File: config.mk
export PLATFORM = sky130hd
export DESIGN_NAME = mult_seq_4bits
export DESIGN_NICKNAME = d
export VERILOG_FILES = /design/src/rtl/calc_pkg.sv /design/src/rtl/somador_8bits.sv /design/src/rtl/mult_seq_4bits.sv
export SDC_FILE = /design/constraint.sdc
export NUM_CORES = 1
export LEC_CHECK = 0
export BUFFER_PORTS_ARGS = -buffer_cell sky130_fd_sc_hd__buf_2
export CORE_ASPECT_RATIO = 0.75
export CORE_MARGIN = 2
export CORE_UTILIZATION = 44
export CTS_CLUSTER_SIZE = 12
export DETAILED_ROUTE_END_ITERATION = 10
export PLACE_DENSITY_LB_ADDON = 0.08
export SLEW_MARGIN = 0
export SYNTH_ARGS = -nofsm -noshare
export SYNTH_HDL_FRONTEND = slang
export SYNTH_HIERARCHICAL = 1
export SYNTH_SLANG_ARGS = --single-unit
export TNS_END_PERCENT = 30
File: constraint.sdc
create_clock -name CLK -period 9.65 [get_ports CLK]
set_input_delay 0.965 -clock CLK [delete_from_list [all_inputs] [get_ports CLK]]
set_output_delay 0.965 -clock CLK [all_outputs]
set_load 0.03 [all_outputs]
File: src/rtl/calc_pkg.sv
// Shared definitions for the calculator datapath: operand/product widths and
// the state encoding used by the sequential multiplier.
package calc_pkg;

    localparam int OP_W   = 4;
    localparam int PROD_W = 8;

    typedef enum logic [1:0] {
        ST_IDLE = 2'b00,
        ST_RUN  = 2'b01,
        ST_DONE = 2'b10
    } mult_state_e;

endpackage : calc_pkg

File: src/rtl/somador_8bits.sv
// Structural 8-bit ripple-carry adder built from a chain of full adders.
// The carry out of the top bit is never formed, so the sum wraps modulo 256.
module somador_8bits
    import calc_pkg::*;
(
    input  logic [PROD_W-1:0] a_i,
    input  logic [PROD_W-1:0] b_i,
    output logic [PROD_W-1:0] sum_o
);

    logic [PROD_W-1:0] carry_s;

    assign carry_s[0] = 1'b0;

    for (genvar i = 0; i < PROD_W; i++) begin : g_bit
        assign sum_o[i] = a_i[i] ^ b_i[i] ^ carry_s[i];
        if (i < PROD_W - 1) begin : g_carry
            assign carry_s[i+1] = (a_i[i] & b_i[i]) | (carry_s[i] & (a_i[i] ^ b_i[i]));
        end
    end

endmodule : somador_8bits

File: src/rtl/mult_seq_4bits.sv
// Sequential 4x4 unsigned shift-and-add multiplier with START/BUSY/DONE
// handshake; one partial product per clock, all outputs registered.
module mult_seq_4bits
    import calc_pkg::*;
(
    input  logic              CLK,
    input  logic              RST,
    input  logic [OP_W-1:0]   A,
    input  logic [OP_W-1:0]   B,
    input  logic              START,
    output logic              BUSY,
    output logic              DONE,
    output logic [PROD_W-1:0] P,
    output logic              OVF
);

    mult_state_e       state_q, state_d;
    logic [PROD_W-1:0] mcand_q, mcand_d;
    logic [OP_W-1:0]   mplr_q,  mplr_d;
    logic [PROD_W-1:0] acc_q,   acc_d;
    logic [1:0]        cnt_q,   cnt_d;
    logic [PROD_W-1:0] p_q,     p_d;
    logic              ovf_q,   ovf_d;
    logic              busy_q,  busy_d;
    logic              done_q,  done_d;

    logic [PROD_W-1:0] partial_s;
    logic [PROD_W-1:0] sum_s;

    assign partial_s = mplr_q[0] ? mcand_q : 8'h00;

    somador_8bits u_somador (
        .a_i   (acc_q),
        .b_i   (partial_s),
        .sum_o (sum_s)
    );

    // Next-state, datapath and output-register updates
    always_comb begin
        state_d = state_q;
        mcand_d = mcand_q;
        mplr_d  = mplr_q;
        acc_d   = acc_q;
        cnt_d   = cnt_q;
        p_d     = p_q;
        ovf_d   = ovf_q;
        case (state_q)
            ST_IDLE: begin
                if (START) begin
                    state_d = ST_RUN;
                    mcand_d = {4'b0000, A};
                    mplr_d  = B;
                    acc_d   = 8'h00;
                    cnt_d   = 2'd0;
                end else begin
                    state_d = ST_IDLE;
                end
            end
            ST_RUN: begin
                acc_d   = sum_s;
                mcand_d = mcand_q << 1;
                mplr_d  = mplr_q >> 1;
                cnt_d   = cnt_q + 2'd1;
                if (cnt_q == 2'd3) begin
                    state_d = ST_DONE;
                    p_d     = sum_s;
                    ovf_d   = |sum_s[7:4];
                end else begin
                    state_d = ST_RUN;
                end
            end
            ST_DONE: begin
                state_d = ST_IDLE;
            end
            default: begin
                state_d = ST_IDLE;
            end
        endcase
        // Handshake flags are registered copies of the state being entered
        busy_d = (state_d == ST_RUN);
        done_d = (state_d == ST_DONE);
    end

    // State, datapath and output registers with asynchronous clear
    always_ff @(posedge CLK or posedge RST) begin
        if (RST) begin
            state_q <= ST_IDLE;
            mcand_q <= 8'h00;
            mplr_q  <= 4'h0;
            acc_q   <= 8'h00;
            cnt_q   <= 2'd0;
            p_q     <= 8'h00;
            ovf_q   <= 1'b0;
            busy_q  <= 1'b0;
            done_q  <= 1'b0;
        end else begin
            state_q <= state_d;
            mcand_q <= mcand_d;
            mplr_q  <= mplr_d;
            acc_q   <= acc_d;
            cnt_q   <= cnt_d;
            p_q     <= p_d;
            ovf_q   <= ovf_d;
            busy_q  <= busy_d;
            done_q  <= done_d;
        end
    end

    assign BUSY = busy_q;
    assign DONE = done_q;
    assign P    = p_q;
    assign OVF  = ovf_q;

endmodule : mult_seq_4bits

==> impl_metrics.ini, run 1 <==
[worst_setup_path]
critical_path_arrival_ns = 3.88
crit_path_cell_trace = and2_1 > ha_1 > inv_1 > fa_1 > inv_1 > fa_1 > fa_1 > fa_1 > fa_1 > fa_1 > xor3_1 > nor4_1 > o21ai_0
path_max_fanout = 10
critical-path-max-stage-delay_ns = 0.46
required_ns = 9.78
cp-end-kind = register
cpMostUsedCell = fa_1
worstSetupPathType = register to register
cp-start-kind = register
r2r_cells = 13
crit_slowest_cell = dfrtp_1

[clocking]
clock_latency_ns = 0.28
htree_levels = 2
hold_buffers = 0
clockBufferDepth = 2
post_cts_buffers = 0
root_buffer = clkbuf_8
clk_pin_slew_worst_paths_ns = 0.07
cts.sinks = 35
cts_tree = done
numCtsBuffers = 5
cts_resized = 0

[global_route]
antenna_found_initial = 0
grt_max_degree = 36
gr-usage-all-layers_pct = 15.6
overflow = 0
grt_pass1_vias = 1065
grt_pass1_wl_mm = 4.91

[synthesis]
synthXorXnorAreaFrac_pct = 1.47
synth_fa_ha_area_share_pct = 8.96
ys_warn_count = 6
seq_area_frac_synth_pct = 54.1
yosys.area_share.simple_pct = 10.5
yosysUniqueCellTypes = 27
synth_cells = 125
synth_mux_area_share_pct = 6.26
ys_ff_latch = 35
synth_top_family_by_area = compound AO/OA/AOI/OAI gates
synthTopCellsByArea = dfrtp_1 54%, a22o_1 7.6%, fa_1 7.4%
synth_nets = 144
synth-compound-area-share_pct = 13.1
avgSynthCellArea_sq_um = 13.0
syn_area_sq_um = 1620
yosysTopAreaCell = dfrtp_1
synth.top_cell.area_share_pct = 54.1

[pwr]
p_seq_share_pct = 39.9
switching_share_pct = 38.8
clkPwrFrac_pct = 15.7
p_leak_nw = 0.896
p_switching_w = 0.000258
pwr-share-comb_pct = 44.3
p_per_area_nw_per_um2 = 362
p_int_w = 0.000406
peakVddDrop_v = 0.000202

[route]
dr.max_layer_used = met4
drt-total-wl_mm = 2.78
viasPerCell = 5.11
drt-met1-wl_mm = 1.40
wl_met2_mm = 1.23
via_count = 1016
detail-route-antenna-nets = 0
dr_wl_met3_microns = 97
wl_per_cell_microns = 14.0
drc = 0
firstDrtPassIters = 4
first_iter_violations = 47

[placed_design]
dpl.hpwl_mm = 1.90
port_buffers = 21
gp_congestion = 0.746

[flow_run]
drv_cap = 0

[finish]
layout.cells.most_common = dfrtp_1
layout-drive-gt1-share_pct = 26.5
fin_nets = 166
diodes = 0
layout_common_cells = 35 x dfrtp_1, 21 x buf_2, 14 x a22o_1, 11 x inv_1, 9 x mux2_2
synthToLayoutAreaGrowth_pct = 13.3
post-route-util_pct = 51.1

[timing]
rsz0062_at_grt = no
slew_viol_final = 0
hold_viol = 0
setup_viol = 0
fin_crit_ns = 3.75
finalClockSkew_ns = 0.00633
finalCritPeriodShare_pct = 38.8
relSlewSlack_pct = 27.2
tightestPinTransition_ns = 1.09
fmax_mhz = 267
setup_tns_ns = 0

[floorplanning]
fp.dieArea_sq_um = 4190
fp.coreArea_sq_um = 3590
die_y_microns = 56.5
die_x_microns = 74.0
ios = 22
row_count = 19
start_util_pct = 45.1

[status]
run_status = finished, final reports clean

[min_path]
min_path_cells = 2
hp-class = register to register
power groups by stage:
stage,sequential [W],combinational [W],clock (W)
floorplan,0.000289,0.000217,0
global placement,0.000266,0.000294,0
detailed placement,0.000267,0.000299,0
CTS,0.000266,0.000300,0.000108
global route,0.000277,0.000328,0.000115
finish,0.000265,0.000294,0.000105
per-stage QoR:
step / power (W) / std cells / setup slack, ns / instance area (sq um) / hold WS, ns
6_report: 0.000664 / 199 / 5.90 / 1830 / 0.489
5_1_grt: 0.000720 / 199 / 5.67 / 1830 / 0.526
4_1_cts: 0.000674 / 199 / 5.86 / 1830 / 0.493
3_5_place_dp: 0.000566 / 192 / 5.87 / 1750 / 0.478
3_3_place_gp: 0.000560 / 192 / 5.98 / 1750 / 0.467
2_1_floorplan: 0.000506 / 125 / 6.11 / 1620 / 0.458
state kept, by name, indices dropped and copies added, names as in the netlist:
register  cells
DONE          1
cnt_q         2
BUSY          1
acc_q         8
P             8
OVF           1
mplr_q        4
state_q       2
mcand_q       8
cells in the mapped netlist:
cell type,count
dfrtp_1,35
a22o_1,14
inv_1,11
mux2_2,9
and2_1,8
a21oi_1,6
fa_1,6
nor3b_1,6
nand2_1,3
o22a_1,3
a211oi_1,2
buf_4,2
buf_6,2
clkbuf_1,2
ha_1,2
nor4b_1,2
o21ai_0,2
a22oi_1,1
buf_2,1
nand3b_1,1
nor2_1,1
nor2_2,1
nor2b_1,1
nor4_1,1
nor4bb_1,1
or2_1,1
xor3_1,1
worst paths after layout:
path	start	end	slack, ns
hold / removal	OVF$_DFFE_PP0P_	OVF$_DFFE_PP0P_	0.49
setup reg to reg	mplr_q[0]$_DFFE_PP0P_	OVF$_DFFE_PP0P_	5.90
max in group asynchronous	RST	mcand_q[6]$_DFFE_PP0P_	8.57
min in group asynchronous	RST	mcand_q[2]$_DFFE_PP0P_	0.77
hold reg to reg	OVF$_DFFE_PP0P_	OVF$_DFFE_PP0P_	0.49
setup / recovery	mplr_q[0]$_DFFE_PP0P_	OVF$_DFFE_PP0P_	5.90
cell families after synthesis:
group                    Yosys count
AND/OR/NAND/NOR                   26
adder cells (fa/ha/maj)            8
flip-flops                        35
multiplexers                       9
XOR/XNOR                           1
buffers and inverters             18
AO/OA/AOI/OAI                     28
layer usage:
layer,global-route usage [%],vias to the layer above
met1,22.6,512
met3,5.39,7
li1,-,480
met5,0,-
met4,6.23,0
met2,21.4,17
worst max-delay path: cells and delay by family (launching register included):
family,cells,cell delay [ns]
XOR/XNOR,1,0.24
AO/OA/AOI/OAI,1,0.11
adder cells (fa/ha/maj),7,2.23
buffers and inverters,2,0.11
AND/OR/NAND/NOR,2,0.45
flip-flops,1,0.46
cell type report:
type                    instances  area [sq um]
clock buffers                   6          82.6
clock inverters                 1          5.00
fillers                       336          1760
inverters                      11          41.3
multi-input cells              72           652
flip-flops and latches         35           876
well taps                      52          65.1
repair buffers                 22           113
Power figures use the tool's default switching activity.
==> inputs of run 2 (changes only) <==
--- a/config.mk
+++ b/config.mk
@@ -5,6 +5,7 @@
 export SDC_FILE = /design/constraint.sdc
 export NUM_CORES = 1
 export LEC_CHECK = 0
+export ABC_AREA = 1
 export BUFFER_PORTS_ARGS = -buffer_cell sky130_fd_sc_hd__buf_2
 export CORE_ASPECT_RATIO = 0.75
 export CORE_MARGIN = 2
==> constraint.sdc (replaced) <==
create_clock -name CLK -period 3.55 [get_ports CLK]
set_input_delay 0.355 -clock CLK [delete_from_list [all_inputs] [get_ports CLK]]
set_output_delay 0.355 -clock CLK [all_outputs]
set_load 0.03 [all_outputs]
==> run 2 against run 1 <==
Against the previous run: sequential power rose to 2.6 times the previous value; highest routed layer unchanged; die area rose by 6.7%; utilization rose by 1.7 points; final area rose by 6.7%; wire length rose by 17%; hold slack got worse by 0.32 ns; sequential share of layout area fell by 3.0 points; critical path type unchanged; non-clock buffer count rose by 1; clock-buffer cell count did not move; clock power rose by 140%.
==> impl_metrics.ini, run 2 <==
[synthesis]
avgSynthCellArea_sq_um = 8.30
synth_most_common_cell = nand2_1
synth_nets = 228
async_flop_share_pct = 100
synth_cells = 209
synth_edf_count = 0
synth.top_cell.area_share_pct = 50.5
ys_warn_count = 6
syn_area_sq_um = 1730
yosys_most_used_dff = dfrtp_1
synth_common_cells = 92 x nand2_1, 35 x dfrtp_1, 32 x inv_1
yosysTopAreaCell = dfrtp_1
ys_ff_latch = 35
seq_area_frac_synth_pct = 50.5
synthTopCellsByArea = dfrtp_1 51%, nand2_1 20%, fa_1 6.9%
yosysUniqueCellTypes = 21

[flow_run]
drv_cap = 0

[global_route]
overflow = 0
busiest_layer = met2
grt_pass1_vias = 1297
met3_usage_pct = 4.60
use_met1_pct = 23.4
gr-usage-all-layers_pct = 17.3
grt_max_degree = 36
grtUsageMet2_pct = 26.8
grt_pass1_wl_mm = 5.87
antenna_found_initial = 0

[route]
via_count = 1311
drc = 0
wl_per_cell_microns = 11.5
firstDrtPassIters = 4
first_iter_violations = 65
viasPerCell = 4.62
detail-route-antenna-nets = 0
drt-total-wl_mm = 3.26

[clocking]
cts_tree = done
clockBufferDepth = 2
root_buffer = clkbuf_8
htree_levels = 2
numCtsBuffers = 5
post_cts_buffers = 0
clk_pin_slew_worst_paths_ns = 0.06
clock_latency_ns = 0.28
cts.sinks = 35
hold_buffers = 0

[finish]
multi_input_area_sq_um = 689
post-route-util_pct = 52.8
layout_common_cells = 92 x nand2_1, 35 x dfrtp_1, 32 x inv_1, 21 x buf_2, 14 x nand3_1
diodes = 0
synthToLayoutAreaGrowth_pct = 12.8
layout.cells.most_common = nand2_1
design_area_sq_um = 1960
fin_nets = 252
layout-drive-gt1-share_pct = 18.1
fillers = 381
final-seq-area_sq_um = 876

[worst_setup_path]
critical-path-max-stage-delay_ns = 0.39
cp-end-kind = register
crit_path_cell_trace = nand2_1 > inv_1 > ha_1 > inv_1 > fa_1 > inv_1 > fa_1 > fa_1 > fa_2 > fa_1 > fa_2 > nand2_1 > nand2_1 > nor2_1 > nand3_1 > nand2_1 > nand2_1
r2r_slack_ns = 0.27
reg2reg_to = OVF$_DFFE_PP0P_
r2r_cells = 17
cp-start-kind = register
crit_slowest_cell = fa_1
critical_path_arrival_ns = 3.45
required_ns = 3.72
path_max_fanout = 2
worstSetupPathType = register to register
cpMostUsedCell = nand2_1
r2r-start = mplr_q[0]$_DFFE_PP0P_

[pwr]
p_leak_nw = 1.15
p_total_w = 0.00180
peakVddDrop_v = 0.000392
p_per_area_nw_per_um2 = 917

[floorplanning]
start_util_pct = 46.8
row_count = 19
die_y_microns = 58.4
die_x_microns = 76.5
fp.coreArea_sq_um = 3710
fp.dieArea_sq_um = 4460
ios = 22

[placed_design]
gp_congestion = 0.763
dpl.hpwl_mm = 2.34
port_buffers = 21
post_dp_cell_area_sq_um = 1880

[timing]
rsz0062_at_grt = no
relSlewSlack_pct = 71.2
hold_viol = 0
tightestPinTransition_ns = 0.431
finalCritPeriodShare_pct = 92.4
fmax_mhz = 305
fin_crit_ns = 3.28
finalClockSkew_ns = 0.00368
slew_viol_final = 0
setup_tns_ns = 0
setup_viol = 0

[status]
run_status = finished, final reports clean

[min_path]
hp-class = input port to asynchronous set/reset pin
==> run 2: cell count changes in the layout (fill, tap and decap cells not counted), moves of 6 or more <==
| cell | previous run | this run |
|---|---|---|
| inv_1 | 11 | 32 |
| nor3b_1 | 6 | 0 |
| and2_1 | 8 | 0 |
| a22o_1 | 14 | 0 |
| mux2_2 | 9 | 0 |
| nand3_1 | 0 | 14 |
| nand2_1 | 3 | 92 |
==> run 2: cell families after synthesis <==
family / synth area share (%)
AOI/OAI and AO/OA: 2.89
DFF: 50.5
buffers and inverters: 10.0
adders and majority gates: 8.37
and+or+nand+nor: 28.2
==> run 2: layout make-up <==
class,count,area share [%]
timing repair buffer,23,6.14
multi-input combinational,133,35.2
sequential,35,44.8
clock buffer,6,3.71
inverter,35,6.84
tap,52,3.32
==> run 2: through the flow <==
step	hold slack (ns)	cells	setup slack [ns]
2_1_floorplan	0.442	209	0.159
3_3_place_gp	0.457	278	0.255
3_5_place_dp	0.462	278	0.191
4_1_cts	0.177	284	0.171
5_1_grt	0.232	284	0.00463
6_report	0.166	284	0.270
==> run 2: how the worst max path moves through the flow <==
| stage | startpoint | endpoint | depth (start not counted) |
|---|---|---|---|
| after floorplan | mplr_q[0]$_DFFE_PP0P_ | OVF$_DFFE_PP0P_ | 18 |
| after global placement | mplr_q[0]$_DFFE_PP0P_ | OVF$_DFFE_PP0P_ | 17 |
| after detailed placement | mplr_q[0]$_DFFE_PP0P_ | OVF$_DFFE_PP0P_ | 17 |
| after CTS | mplr_q[0]$_DFFE_PP0P_ | OVF$_DFFE_PP0P_ | 17 |
| after global routing | mplr_q[0]$_DFFE_PP0P_ | OVF$_DFFE_PP0P_ | 17 |
| final | mplr_q[0]$_DFFE_PP0P_ | OVF$_DFFE_PP0P_ | 17 |
==> run 2: worst max-delay path, delay by kind of cell (launching register included) <==
| family | cells | cell delay (ns) |
|---|---|---|
| buffers and inverters | 3 | 0.14 |
| AND/OR/NAND/NOR | 7 | 0.49 |
| adder cells (fa/ha/maj) | 7 | 2.16 |
| flip-flops | 1 | 0.38 |
==> run 2: what timing repair did <==
| item | CTS | global route |
|---|---|---|
| endpoints found under the hold margin | 0 | 0 |
| resized for setup | 0 | 2 |
| endpoints found under the setup margin | 0 | 3 |
==> run 2: per-layer routing <==
layer	part of all wire, %	vias to the layer above
met2	46	19
li1	-	668
met3	3.6	7
met4	1.9	0
met1	49	617
met5	0	-
==> run 2: power breakdown <==
| group | switching [W] | internal (W) |
|---|---|---|
| combinational | 0.000563 | 0.000285 |
| sequential | 0.000119 | 0.000571 |
| clock | 0.000127 | 0.000130 |
| total | 0.000809 | 0.000986 |
==> inputs of run 3 (changes only) <==
--- a/config.mk
+++ b/config.mk
@@ -6,12 +6,12 @@
 export NUM_CORES = 1
 export LEC_CHECK = 0
 export ABC_AREA = 1
-export BUFFER_PORTS_ARGS = -buffer_cell sky130_fd_sc_hd__buf_2
 export CORE_ASPECT_RATIO = 0.75
 export CORE_MARGIN = 2
 export CORE_UTILIZATION = 44
 export CTS_CLUSTER_SIZE = 12
 export DETAILED_ROUTE_END_ITERATION = 10
+export DONT_BUFFER_PORTS = 1
 export PLACE_DENSITY_LB_ADDON = 0.08
 export SLEW_MARGIN = 0
 export SYNTH_ARGS = -nofsm -noshare
==> constraint.sdc (replaced) <==
create_clock -name CLK -period 2.95 [get_ports CLK]
set_input_delay 0.295 -clock CLK [delete_from_list [all_inputs] [get_ports CLK]]
set_output_delay 0.295 -clock CLK [all_outputs]
set_load 0.03 [all_outputs]
==> run 3 against run 2 <==
Against the previous run: the flow now finishes with violations (setup timing); global-route usage is 1.3 points lower; sequential power is 39% higher; sequential share of layout area increased by 2.0 points; die area is the same; clock skew decreased by 0.0019 ns; clock-buffer cell count did not move; via count decreased by 5.8%; wire length down 5.2%; non-clock buffer count down 19; first-iteration DRC count decreased by 32%.
==> impl_metrics.ini, run 3 (synthesized netlist as in run 2, its figures left out) <==
[pwr]
p_leak_nw = 1.06
peakVddDrop_v = 0.000438
p_total_w = 0.00211
p_per_area_nw_per_um2 = 1130

[floorplanning]
row_count = 19
die_x_microns = 76.5
start_util_pct = 46.8
die_y_microns = 58.4
fp.dieArea_sq_um = 4460
ios = 22
fp.coreArea_sq_um = 3710

[placed_design]
gp_congestion = 0.767
port_buffers = 0
dp_slack_ns = -0.237
dpl.hpwl_mm = 2.27

[timing]
finalClockSkew_ns = 0.00175
slew_viol_final = 0
relSlewSlack_pct = 27.8
hold_slack_ns = 0.157
fin_ws_ns = -0.237
hold_viol = 0
finalCritPeriodShare_pct = 108
rsz0062_at_grt = yes
tightestPinTransition_ns = 1.08
fin_crit_ns = 3.19
setup_viol = 5
fmax_mhz = 314

[route]
detail-route-antenna-nets = 0
viasPerCell = 4.66
first_iter_violations = 44
drc = 0
via_count = 1235
firstDrtPassIters = 4
wl_per_cell_microns = 11.7
drt-total-wl_mm = 3.09

[status]
run_status = finished with violations
violations = setup timing

[global_route]
overflow = 0
antenna_found_initial = 0
grt_pass1_vias = 1206
gr-usage-all-layers_pct = 16.0
grt_pass1_wl_mm = 5.48
grt_max_degree = 30

[finish]
multi_input_area_sq_um = 697
final-seq-area_sq_um = 876
fillers = 380
layout_common_cells = 92 x nand2_1, 35 x dfrtp_1, 32 x inv_1, 14 x nand3_1
post-route-util_pct = 50.5
layout-drive-gt1-share_pct = 12.2
diodes = 0
fin_nets = 233
layout.cells.most_common = nand2_1
synthToLayoutAreaGrowth_pct = 8.08

[worst_setup_path]
required_ns = 3.12
cp-end-kind = register
critical_path_arrival_ns = 3.35
path_max_fanout = 2
cp-start-kind = register
r2r_cells = 17
r2r-start = mplr_q[0]$_DFFE_PP0P_
critPathCapture = OVF$_DFFE_PP0P_
r2r_slack_ns = -0.24
crit_start = mplr_q[0]$_DFFE_PP0P_
worstSetupPathType = register to register
reg2reg_to = OVF$_DFFE_PP0P_

[flow_run]
drv_cap = 0

[clocking]
htree_levels = 2
clockBufferDepth = 2
cts.sinks = 35
cts_tree = done
numCtsBuffers = 5
root_buffer = clkbuf_8
hold_buffers = 0
clock_latency_ns = 0.27
cts_resized = 0
clk_pin_slew_worst_paths_ns = 0.06

[min_path]
hp-class = input port to register
==> run 3: layer usage <==
metal / global-route usage, % / vias to the layer above / wire, microns
li1: - / 628 / -
met1: 21.9 / 587 / 1490
met2: 24.9 / 15 / 1460
met3: 4.60 / 5 / 105
met4: 5.45 / 0 / 34
met5: 0 / - / 0
==> run 3: final cells by class <==
class / instances / share of cell area (%)
Timing Repair Buffer: 4 / 1.60
Multi-Input combinational cell: 133 / 37.2
Sequential cell: 35 / 46.7
Clock buffer: 6 / 3.87
Tap cell: 52 / 3.47
Inverter: 35 / 7.14
==> run 3: per-stage QoR <==
stage               setup TNS, ns  std cells  instance area, sq um
floorplan                  -0.760        209                  1760
global placement           -0.589        259                  1800
detailed placement         -0.777        259                  1800
CTS                        -0.851        265                  1870
global route                -1.64        265                  1870
finish                     -0.782        265                  1870
==> run 3: timing repair <==
item | 4_1_cts | 5_1_grt
pin swaps | 2 | 0
setup buffers | 0 | 0
endpoints found under the setup margin | 5 | 5
==> run 3: report_power, final <==
| part | internal, W | leakage (nW) | switching (W) |
|---|---|---|---|
| combinational | 0.000314 | 0.575 | 0.000532 |
| sequential | 0.000685 | 0.447 | 0.000274 |
| clock | 0.000157 | 0.0371 | 0.000151 |
==> run 3: how the worst min path moves through the flow <==
stage	from	to	slack, ns	cells after the start
3_3_place_gp	B[3]	mplr_q[3]$_DFFE_PP0P_	0.43	2
2_1_floorplan	A[0]	mcand_q[0]$_DFFE_PP0P_	0.42	2
4_1_cts	B[3]	mplr_q[3]$_DFFE_PP0P_	0.14	2
5_1_grt	A[0]	mcand_q[0]$_DFFE_PP0P_	0.15	2
6_report	B[3]	mplr_q[3]$_DFFE_PP0P_	0.16	2
3_5_place_dp	A[0]	mcand_q[0]$_DFFE_PP0P_	0.44	2
==> run 3: critical path, stage by stage (launching register included) <==
cell	delay, ns
dfrtp_1	0.38
nand2_1	0.07
inv_1	0.04
ha_1	0.16
inv_1	0.06
fa_1	0.15
inv_1	0.05
fa_2	0.34
fa_2	0.36
fa_2	0.34
fa_2	0.35
fa_2	0.35
nand2_1	0.07
nand2_1	0.06
nor2_1	0.11
nand3_1	0.07
nand2_1	0.06
nand2_1	0.05
